--- src/rtl/dmem_pkg.sv ---
// Shared definitions for the banked data memory.
// Contents: access-size codes, FSM state encoding, byte parity helper.
package dmem_pkg;

    localparam logic [1:0] SIZE_BYTE = 2'd0;
    localparam logic [1:0] SIZE_HALF = 2'd1;
    localparam logic [1:0] SIZE_WORD = 2'd2;

    typedef enum logic [1:0] {
        IDLE = 2'd0,
        WAIT = 2'd1,
        RESP = 2'd2
    } dmem_state_e;

    // Even-parity bit for one byte: byte plus this bit holds an even number of ones.
    function automatic logic even_parity(input logic [7:0] byte_val);
        return ^byte_val;
    endfunction

endpackage

--- src/rtl/dmem_lane_align.sv ---
// Combinational lane steering for byte/half/word accesses.
// Ports:
//   addr_lo     in   2   byte offset within the word (Address[1:0])
//   size        in   2   access size code (SIZE_BYTE/HALF/WORD, 3 illegal)
//   zero_ext    in   1   1: zero-extend loads, 0: sign-extend
//   store_data  in  32   LSB-aligned store data
//   read_word   in  32   full word read from the array
//   lane_mask   out  4   byte lanes touched by the access
//   store_lanes out 32   store data replicated onto every candidate lane
//   load_data   out 32   selected lane(s) shifted to the LSBs and extended
//   misaligned  out  1   alignment violation or illegal size
module dmem_lane_align
    import dmem_pkg::*;
(
    input  logic [1:0]  addr_lo,
    input  logic [1:0]  size,
    input  logic        zero_ext,
    input  logic [31:0] store_data,
    input  logic [31:0] read_word,
    output logic [3:0]  lane_mask,
    output logic [31:0] store_lanes,
    output logic [31:0] load_data,
    output logic        misaligned
);

    logic [31:0] shifted_s;

    // Decode lanes, replicate store data and extract/extend load data.
    always_comb begin
        lane_mask   = 4'b0000;
        store_lanes = 32'd0;
        load_data   = 32'd0;
        misaligned  = 1'b0;
        // Move the addressed byte to bit 0; for halves addr_lo is 0 or 2 when aligned.
        shifted_s   = read_word >> {addr_lo, 3'b000};
        case (size)
            SIZE_BYTE: begin
                lane_mask   = 4'b0001 << addr_lo;
                store_lanes = {4{store_data[7:0]}};
                load_data   = zero_ext ? {24'd0, shifted_s[7:0]}
                                       : {{24{shifted_s[7]}}, shifted_s[7:0]};
            end
            SIZE_HALF: begin
                lane_mask   = addr_lo[1] ? 4'b1100 : 4'b0011;
                store_lanes = {2{store_data[15:0]}};
                load_data   = zero_ext ? {16'd0, shifted_s[15:0]}
                                       : {{16{shifted_s[15]}}, shifted_s[15:0]};
                misaligned  = addr_lo[0];
            end
            SIZE_WORD: begin
                lane_mask   = 4'b1111;
                store_lanes = store_data;
                load_data   = read_word;
                misaligned  = (addr_lo != 2'b00);
            end
            default: begin
                misaligned  = 1'b1;
            end
        endcase
    end

endmodule

--- src/rtl/data_memory_banked.sv ---
// Byte-addressed data memory with byte/half/word lanes, valid/ready request,
// configurable read wait states and a one-cycle response pulse.
// Optional feature macro: DMEM_PARITY_EN (per-byte even parity, ParityError port).
// Ports:
//   Clock, Reset (sync, active-high)
//   ReqValid/ReqReady    request handshake; ReqReady high only in IDLE
//   MemoryRead/Write     load/store selects (both high is an error)
//   Address, Size, Unsigned, WriteData   request fields, sampled at accept
//   RespValid            one-cycle pulse qualifying ReadData/AccessError(/ParityError)
module data_memory_banked
    import dmem_pkg::*;
#(
    parameter int DEPTH       = 64,
    parameter int ADDR_WIDTH  = 8,
    parameter int WAIT_STATES = 1
) (
    input  logic                  Clock,
    input  logic                  Reset,
    input  logic                  ReqValid,
    output logic                  ReqReady,
    input  logic                  MemoryRead,
    input  logic                  MemoryWrite,
    input  logic [ADDR_WIDTH-1:0] Address,
    input  logic [1:0]            Size,
    input  logic                  Unsigned,
    input  logic [31:0]           WriteData,
    output logic                  RespValid,
    output logic [31:0]           ReadData,
    output logic                  AccessError
`ifdef DMEM_PARITY_EN
    ,
    output logic                  ParityError
`endif
);

    localparam int         IW        = ADDR_WIDTH - 2;
    localparam int         IDXW      = $clog2(DEPTH);
    localparam logic [2:0] WAIT_LAST = 3'(WAIT_STATES - 1);

    logic [31:0]     mem_r [DEPTH];
    dmem_state_e     state_r, state_next_s;
    logic [2:0]      wait_cnt_r;
    logic [31:0]     pend_data_r;
    logic            pend_err_r;

    logic [IW-1:0]   word_idx_s;
    logic [IDXW-1:0] mem_idx_s;
    logic            in_range_s;
    logic [31:0]     rd_word_s;
    logic [3:0]      lane_mask_s;
    logic [31:0]     store_lanes_s;
    logic [31:0]     load_data_s;
    logic            misaligned_s;
    logic            accept_s;
    logic            req_err_s;
    logic            store_s;
    logic [31:0]     fresh_data_s;

    assign word_idx_s = Address[ADDR_WIDTH-1:2];
    assign mem_idx_s  = word_idx_s[IDXW-1:0];
    assign in_range_s = 32'(word_idx_s) < 32'(DEPTH);
    assign rd_word_s  = in_range_s ? mem_r[mem_idx_s] : 32'd0;

    // Reset has priority so a request presented alongside it is never accepted.
    assign accept_s     = ReqValid & ReqReady & (MemoryRead | MemoryWrite) & ~Reset;
    assign req_err_s    = misaligned_s | ~in_range_s | (MemoryRead & MemoryWrite);
    assign store_s      = accept_s & MemoryWrite & ~req_err_s;
    assign fresh_data_s = (req_err_s | MemoryWrite) ? 32'd0 : load_data_s;

    dmem_lane_align u_align (
        .addr_lo     (Address[1:0]),
        .size        (Size),
        .zero_ext    (Unsigned),
        .store_data  (WriteData),
        .read_word   (rd_word_s),
        .lane_mask   (lane_mask_s),
        .store_lanes (store_lanes_s),
        .load_data   (load_data_s),
        .misaligned  (misaligned_s)
    );

    // Array byte-lane writes; no reset so contents survive Reset.
    always_ff @(posedge Clock) begin
        for (int i = 0; i < 4; i++) begin
            if (store_s && lane_mask_s[i]) begin
                mem_r[mem_idx_s][8*i +: 8] <= store_lanes_s[8*i +: 8];
            end
        end
    end

`ifdef DMEM_PARITY_EN
    logic [3:0] par_r [DEPTH];
    logic       pend_par_r;
    logic       fresh_par_s;

    // Parity bit per byte, written together with its byte.
    always_ff @(posedge Clock) begin
        for (int i = 0; i < 4; i++) begin
            if (store_s && lane_mask_s[i]) begin
                par_r[mem_idx_s][i] <= even_parity(store_lanes_s[8*i +: 8]);
            end
        end
    end

    // Flag a mismatch in any lane the load selects.
    always_comb begin
        fresh_par_s = 1'b0;
        if (MemoryRead && !MemoryWrite && !req_err_s) begin
            for (int i = 0; i < 4; i++) begin
                if (lane_mask_s[i] &&
                    (par_r[mem_idx_s][i] != even_parity(rd_word_s[8*i +: 8]))) begin
                    fresh_par_s = 1'b1;
                end else begin
                    fresh_par_s = fresh_par_s;
                end
            end
        end else begin
            fresh_par_s = 1'b0;
        end
    end

    // Parity result follows the same pending/present path as the data.
    always_ff @(posedge Clock) begin
        if (Reset) begin
            pend_par_r  <= 1'b0;
            ParityError <= 1'b0;
        end else begin
            if (accept_s) begin
                pend_par_r <= fresh_par_s;
            end
            if (state_next_s == RESP && state_r != RESP) begin
                ParityError <= (state_r == IDLE) ? fresh_par_s : pend_par_r;
            end
        end
    end
`endif

    // Next-state logic: IDLE -> WAIT (skipped when no wait states) -> RESP -> IDLE.
    always_comb begin
        state_next_s = state_r;
        case (state_r)
            IDLE: begin
                if (accept_s) begin
                    state_next_s = (WAIT_STATES == 0) ? RESP : WAIT;
                end else begin
                    state_next_s = IDLE;
                end
            end
            WAIT: begin
                if (wait_cnt_r == WAIT_LAST) begin
                    state_next_s = RESP;
                end else begin
                    state_next_s = WAIT;
                end
            end
            RESP:    state_next_s = IDLE;
            default: state_next_s = IDLE;
        endcase
    end

    // State, wait counter, pending result and registered outputs.
    always_ff @(posedge Clock) begin
        if (Reset) begin
            state_r     <= IDLE;
            wait_cnt_r  <= 3'd0;
            pend_data_r <= 32'd0;
            pend_err_r  <= 1'b0;
            ReqReady    <= 1'b1;
            RespValid   <= 1'b0;
            ReadData    <= 32'd0;
            AccessError <= 1'b0;
        end else begin
            state_r   <= state_next_s;
            ReqReady  <= (state_next_s == IDLE);
            RespValid <= (state_next_s == RESP);
            if (accept_s) begin
                wait_cnt_r  <= 3'd0;
                pend_data_r <= fresh_data_s;
                pend_err_r  <= req_err_s;
            end else if (state_r == WAIT) begin
                wait_cnt_r  <= wait_cnt_r + 3'd1;
            end else begin
                wait_cnt_r  <= wait_cnt_r;
            end
            // With zero wait states RESP follows accept directly, so take the fresh result.
            if (state_next_s == RESP && state_r != RESP) begin
                ReadData    <= (state_r == IDLE) ? fresh_data_s : pend_data_r;
                AccessError <= (state_r == IDLE) ? req_err_s    : pend_err_r;
            end
        end
    end

endmodule

--- config.mk ---
export PLATFORM = sky130hd
export DESIGN_NAME = data_memory_banked
export DESIGN_NICKNAME = d
export VERILOG_FILES = /design/src/rtl/dmem_pkg.sv /design/src/rtl/dmem_lane_align.sv /design/src/rtl/data_memory_banked.sv
export SDC_FILE = /design/constraint.sdc
export NUM_CORES = 2
export LEC_CHECK = 0
export BUFFER_PORTS_ARGS = -buffer_cell sky130_fd_sc_hd__buf_2
export CORE_MARGIN = 4
export CORE_UTILIZATION = 30
export CTS_BUF_LIST = sky130_fd_sc_hd__clkbuf_8
export DETAILED_ROUTE_END_ITERATION = 8
export GPL_TIMING_DRIVEN = 0
export PLACE_DENSITY = 0.5
export REMOVE_ABC_BUFFERS = 1
export SLEW_MARGIN = 30
export SYNTH_ARGS = -nofsm -noshare
export SYNTH_HDL_FRONTEND = slang
export SYNTH_SLANG_ARGS = --single-unit
--- constraint.sdc ---
create_clock -name Clock -period 13.3 [get_ports Clock]
set_input_delay 3.99 -clock Clock [delete_from_list [all_inputs] [get_ports Clock]]
set_output_delay 3.99 -clock Clock [all_outputs]
set_load 0.02 [all_outputs]
==> Word-level counts from Yosys, hierarchy flattened <==
Memory sizes are Yosys's and may differ from the RTL's.
Index checks and enable logic that the tools add are counted.
{ "classes": {"muxes": 21, "n_bitwise": 11, "reduce_logical": 11, "addsub": 1, "eq_ne": 5, "shift": 2} }
{ "ops": {"columns": ["cell", "count"], "rows": [
  ["one-hot mux 32 bit (3 select lines)", 2],
  ["2-to-1 mux 32 bit", 4],
  ["right shift 32 x 5 -> 16 bit", 1],
  ["one-hot mux 4 bit (3 select lines)", 1],
  ["2-to-1 mux 1 bit", 10],
  ["AND 1 bit", 6],
  ["logical NOT 2 bit", 3],
  ["logical AND 1 bit", 5],
  ["equality test 2 x 1 -> 1 bit, second input constant", 2],
  ["equality test 2 bit, second input constant", 2],
  ["2-to-1 mux 4 bit", 1],
  ["one-hot mux 2 bit (2 select lines)", 1],
  ["left shift 1 x 2 -> 4 bit, first input constant", 1],
  ["adder 3 x 1 -> 3 bit, second input constant", 1],
  ["logical NOT 3 bit", 1],
  ["bitwise OR 1 bit", 3],
  ["one-hot mux 1 bit (3 select lines)", 1],
  ["2-to-1 mux 2 bit", 1],
  ["inequality test 2 bit, second input constant", 1],
  ["NOT 1 bit", 2],
  ["nonzero test 2 bit", 1],
  ["OR reduction 2 bit", 1]
]} }
{ "totals": {"out_inout_bits": 35, "ramBits": 2048, "regBits": 73, "wordCells": 60, "n_memories": 1} }
{ "mem_list": {"columns": ["memory", "depth", "width", "read_ports", "rd_clocked_by_memory_dff", "wr", "line", "text"], "rows": [
  ["mem_r", 64, 32, 1, 0, 1, "data_memory_banked.sv:40", "logic [31:0] mem_r [DEPTH];"]
]} }

==> Longest topological paths before layout <==
{ "depth": {"word_depth": 8, "ltp_mapped": 15, "mapped_depth_nobuf": 8} }

==> By module <==
From an unflattened synthesis, not the netlist that was laid out.
{ "hier_totals": {"cells_unflattened": 5034, "hier_area_um2": 81944.8} }
{ "modules_own_cells": {"columns": ["module", "area_each_um2", "instances", "cells_per_inst"], "rows": [
  ["data_memory_banked", 80770.0, 1, 4845],
  ["dmem_lane_align", 1174.9, 1, 189]
]} }

==> Least setup slack after synthesis <==
Ideal clock, no wire load.
{ "synth_path": {"path_kind": "input to register", "from": "input Size[1]", "to": "memory mem_r[0][22], data pin", "stages": 4, "t_arrival_ns": 7.139, "setup_ns": 0.702, "t_required_ns": 12.598, "path_slack_ns": 5.459, "cell_sequence": "clkbuf_1 clkbuf_1 clkbuf_1 o21ai_0"} }
{ "synth_via": {"elab_chain_cells": 2, "elab_cells_between_ends": 4} }
{ "synth_rtl": {"columns": ["element", "line", "text"], "rows": [
  ["from (decl)", "data_memory_banked.sv:24", "input logic [1:0] Size,"],
  ["equality test 2 bit, or another cell as far along", "dmem_lane_align.sv:36", "case (size)"],
  ["one-hot mux 32 bit (3 select lines) (*)", "dmem_lane_align.sv:36", null],
  ["via store_lanes_s[22]", "data_memory_banked.sv:51", "logic [31:0] store_lanes_s;"],
  ["to (decl)", "data_memory_banked.sv:40", null]
]} }
Mark *: on every way through the listed nets, which the timed path passes. The rest lies on a longest branch.

==> Worst setup path in the final report <==
{ "layout_path": {"from": "input Address[2]", "to": "register pend_data_r[16]"} }
{ "layout_via": {"elab_chain_cells": 5, "elab_cells_between_ends": 6} }
{ "layout_rtl": {"columns": ["element", "line", "text"], "rows": [
  ["from (decl)", "data_memory_banked.sv:23", "input logic [ADDR_WIDTH-1:0] Address,"],
  ["memory (64 x 32 bit) (*)", null, null],
  ["right shift 32 x 5 -> 16 bit", "dmem_lane_align.sv:35", "shifted_s = read_word >> {addr_lo, 3'b000};"],
  ["2-to-1 mux 32 bit, on equally long branches", "dmem_lane_align.sv:46, dmem_lane_align.sv:40", null],
  ["one-hot mux 32 bit (3 select lines) (*)", "dmem_lane_align.sv:36", null],
  ["2-to-1 mux 32 bit (*)", "data_memory_banked.sv:68", "assign fresh_data_s = (req_err_s | MemoryWrite) ? 32'd0 : load_data_s;"],
  ["to (signal assigned)", "data_memory_banked.sv:178", "pend_data_r <= fresh_data_s;"],
  ["to (decl)", "data_memory_banked.sv:43", "logic [31:0] pend_data_r;"]
]} }
Every way passes the cells marked *; elsewhere a longest branch is shown, timed or not.
A chain may end at the register's enable or synchronous reset.

==> results.md <==
Detailed routing:
- The detailed router put a total of ~110,000 um of wire on met1.
- Detailed routing placed a total of 25,200 um of wire on met3.
- The total vias in the final route is 48.9k.
- In this run the remaining antenna-violating nets after routing total 0.
- The violation count after the first detailed-route iteration is 5,268.
- After detailed routing, the average wire length per cell comes to roughly 32 um.
- Before antenna repair, the detailed router went through 6 iterations.
- The number of design rule violations left after detail routing is 0.
- The routed design has 285,000 um of wire.
- The number of vias per cell after detailed routing is ~5.5.
- In this run the top signal layer used is met5.
- The met2 wirelength from detailed routing is around 130,000 um.

STA:
- The total count of max-transition violations in the final report came to 0.
- At the pin with the least slew margin, the transition time is about 1.1 ns.
- The worst path setup slack after routing is 5.49 ns.
- The final-report hold violation count is 0.
- The maximum operating frequency is around 130 MHz.
- The ratio of final minimum period to clock period is 0.587.
- The worst-case clock skew is 0.0735 ns.
- The number of failing setup endpoints in the final timing report is 0.
- Setup repair after global routing left no endpoint under its margin.
- The setup TNS is 0 ns.
- The worst relative slew slack is 0.237.
- Subtracting the final worst setup slack from the clock period gives 7.81 ns.

Floorplanning:
- The I/O pin count is 83.
- The number of core rows is 189.
- The initial utilization of the core area, before any placement, comes to 0.303.
- Measured along the y axis, the die boundary spans approximately 530 um.
- In this run the standard cell core region covers 0.266 mm2.
- The floorplan step defined a die boundary enclosing around 0.28 mm2.
- In this run the horizontal extent of the chip is ~530 um.

Worst hold path:
- The class of the most critical hold timing path is flip-flop to flip-flop.

Clocking:
- After clock tree synthesis, the clock-pin slew on the worst setup and hold paths is 0.06 ns.
- The clock drives 2,121 sinks.
- Buffers inserted during clock tree synthesis total roughly 360.
- The clock latency of the later-clocked register in the worst-skew pair is between 1 and 1.5 ns.
- After clock tree synthesis, the setup repair step added 0 buffers.
- Once the clock tree was built, the resizer swapped 0 gates to a different size.
- The library cell used as clock root buffer is clkbuf_8.
- The number of levels in the clock H-tree is 5.
- The maximum buffer depth of the clock tree is 4.
- The number of hold buffers added after CTS is 0.
- The TritonCTS clock tree is yes.

GRT:
- The number of global-route vias before repair is 47.4k.
- Entering global routing, the biggest net connects 93 pins.
- Global routing finished with a remaining overflow of 0.
- The global-route total usage across every layer is 0.199.
- The initial antenna violation count is 16.
- The first global-routing pass estimated 389,000 um of wire.

Power and ir drop:
- The peak supply drop is 0.104 mV.
- For this design the ratio of total power to cell area is between 100 and 150 mW/mm2.
- In this run the static leakage power is 29.4 nW.

Critical path:
- The critical path required time is ~14 ns.
- The peak fanout along the critical path is 65.
- The setup slack of the worst register-to-register path is around 9.4 ns.
- The category of the worst setup path capture point is a flip-flop.
- The data arrival at the endpoint of the critical path is 8.73 ns.
- The most critical setup path has its startpoint at Address[2].
- The worst register-to-register path begins at mem_r[31][31].
- The worst setup path is launched from a primary input.
- The type of the setup path with the least slack is primary input to flip-flop.
- The end of the worst register-to-register path is pend_data_r[16].
- The worst register-to-register path has a depth of 9.
- The last element of the critical path is pend_data_r[16].

Yosys:
- The fraction of the yosys area taken by sequential cells is 0.782.
- The synthesized netlist occupies a cell area of 0.0806 mm2.
- The share of synthesized flip-flops with an asynchronous set or reset is 0.
- The mean instance size in the synthesized netlist is 16.9 um2.
- Yosys printed 0 warnings.
- The synthesis-stage register bit count is 2,121.
- Synthesis produced a netlist whose cell count is 4,761.
- The number of flops mapped to enable cells by yosys is 2,048.
- For this run, the leading register cell type out of synthesis is edfxtp_1.
- The number of library cell types mapped by synthesis is 86.

Cells and area:
- The layout overhead on the synthesized area is 17.7%.
- Once layout is complete, the utilization of the core stands at 0.356.
- The share of final-layout standard cells stronger than drive strength 1 is 0.188.
- The net count reported at finish is 5,110.

Run:
- Across the run, the number of max-cap violations was 0.

Placement:
- Timing analysis after detailed placement gives a worst setup slack of ~4.4 ns.
- The count of buffers added on input and output ports is 82.
- The congestion estimate from routability-driven global placement came to ~0.86.
- The half-perimeter wire length after placement is 185,000 um.

Status:
- The flow ran to the end, and the final reports show no timing, DRC or antenna violations.
report_power, final:
part	total (mW)	switching, mW	internal (mW)	leakage [nW]
sequential	7.38	0.00301	7.38	19.2
combinational	0.877	0.619	0.257	6.64
clock	5.26	2.58	2.68	3.62
total	13.5	3.20	10.3	29.4
metrics by stage:
step | instance area, um2 | cells | hold WS [ns] | power (mW)
2_1_floorplan | 78900 | 4399 | 0.423 | 7.87
3_3_place_gp | 83800 | 8014 | 0.435 | 8.33
3_5_place_dp | 88500 | 8236 | 0.447 | 8.39
4_1_cts | 94700 | 8841 | 0.450 | 13.6
5_1_grt | 94800 | 8843 | 0.466 | 13.9
6_report | 94800 | 8854 | 0.452 | 13.5
worst min-delay path by stage:
stage / slack, ns / start / endpoint / cells past startpoint
after global routing: 0.47 / ReadData[1] / ReadData[1] / 2
after floorplan: 0.42 / state_r[1] / state_r[0] / 1
after CTS: 0.45 / state_r[1] / state_r[0] / 1
after detailed placement: 0.45 / state_r[1] / state_r[0] / 1
final: 0.45 / ReadData[23] / ReadData[23] / 2
after global placement: 0.44 / state_r[1] / state_r[0] / 1
critical path, cell delays in order:
cell	delay (ns)
buf_8	0.36
buf_16	0.29
or2_2	0.90
o22a_1	0.30
o221ai_1	0.21
a222oi_1	0.86
nand2_1	0.49
a32oi_1	0.47
o32ai_4	0.16
buf_8	0.20
a221o_1	0.28
cell usage in the layout (no fill, tap or decap), types with 18 or more instances in the layout:
cell type / netlist / layout
edfxtp_1: 2048 / 2048
a22oi_1: 590 / 590
clkbuf_8: 0 / 368
nand2_1: 183 / 171
inv_1: 41 / 160
nor2_1: 285 / 150
nor2_2: 0 / 132
a22o_1: 125 / 125
a31oi_1: 102 / 102
a221oi_1: 84 / 84
buf_2: 147 / 80
clkinv_1: 2 / 78
dfxtp_1: 73 / 73
buf_6: 6 / 73
a21oi_1: 81 / 72
mux2i_1: 65 / 65
buf_16: 0 / 63
nand4_1: 43 / 43
nor4bb_1: 38 / 38
buf_8: 0 / 37
a2111oi_0: 38 / 36
a41oi_1: 33 / 33
a221o_1: 33 / 33
nand4b_1: 33 / 33
buf_12: 0 / 33
and4_1: 32 / 32
and4b_1: 29 / 29
nand3_1: 27 / 26
clkinv_2: 0 / 25
nor4b_1: 25 / 24
mux2_2: 23 / 23
o22ai_1: 22 / 22
o2111ai_1: 22 / 22
a41o_1: 21 / 21
a222oi_1: 18 / 18
buf_4: 12 / 18
layout make-up:
cell class / instances / area, um2
multi-input cells: 2234 / 16700
well taps: 3533 / 4420
flip-flops and latches: 2121 / 63000
repair buffers: 304 / 4310
clock buffers: 368 / 5060
diodes: 13 / 32.5
inverters: 44 / 165
fillers: 25200 / 171000
clock inverters: 237 / 1140
layer usage:
layer,global-route usage,vias to the layer above
li1,-,20400
met1,0.261,25600
met2,0.309,2435
met3,0.0500,469
met4,0.0969,12
met5,0,-
sequential cells by signal (all words and copies together), names as in the netlist:
name	cells
AccessError	1
ReadData	32
ReqReady	1
RespValid	1
mem_r	2048
pend_data_r	32
pend_err_r	1
state_r	2
wait_cnt_r	3
cell usage after synthesis (all sizes together) (20+ instances only):
| cell type | n | area, um2 |
|---|---|---|
| dfxtp | 73 | 1460 |
| o21ai | 29 | 145 |
| clkbuf | 137 | 514 |
| nor2 | 285 | 1070 |
| nand4b | 33 | 289 |
| a221o | 33 | 330 |
| mux2i | 65 | 651 |
| a2111oi | 39 | 360 |
| and4 | 32 | 280 |
| inv | 42 | 158 |
| a41oi | 33 | 289 |
| buf | 225 | 1120 |
| o22ai | 22 | 138 |
| nand4 | 44 | 282 |
| nand3 | 27 | 135 |
| a21oi | 81 | 405 |
| a31oi | 102 | 638 |
| a221oi | 84 | 736 |
| a22oi | 590 | 4430 |
| mux2 | 25 | 282 |
| o2111ai | 22 | 193 |
| and4b | 30 | 304 |
| nor4 | 21 | 144 |
| nand2 | 183 | 687 |
| a41o | 21 | 210 |
| edfxtp | 2048 | 61500 |
| nor3 | 20 | 105 |
| a22o | 125 | 1090 |
| nor4b | 25 | 219 |
| nor4bb | 38 | 380 |
kinds of logic after synthesis:
kind of cell,after synthesis,share of synthesized area
adders and majority gates,2,0.000311
xor gates and xnor gates,2,0.000217
DFF,2121,0.782
muxes,100,0.0144
and+or+nand+nor,838,0.0578
AOI/OAI and AO/OA,1292,0.123
buffers and inverters,406,0.0223
No activity file was read; power rests on OpenSTA's default activity.
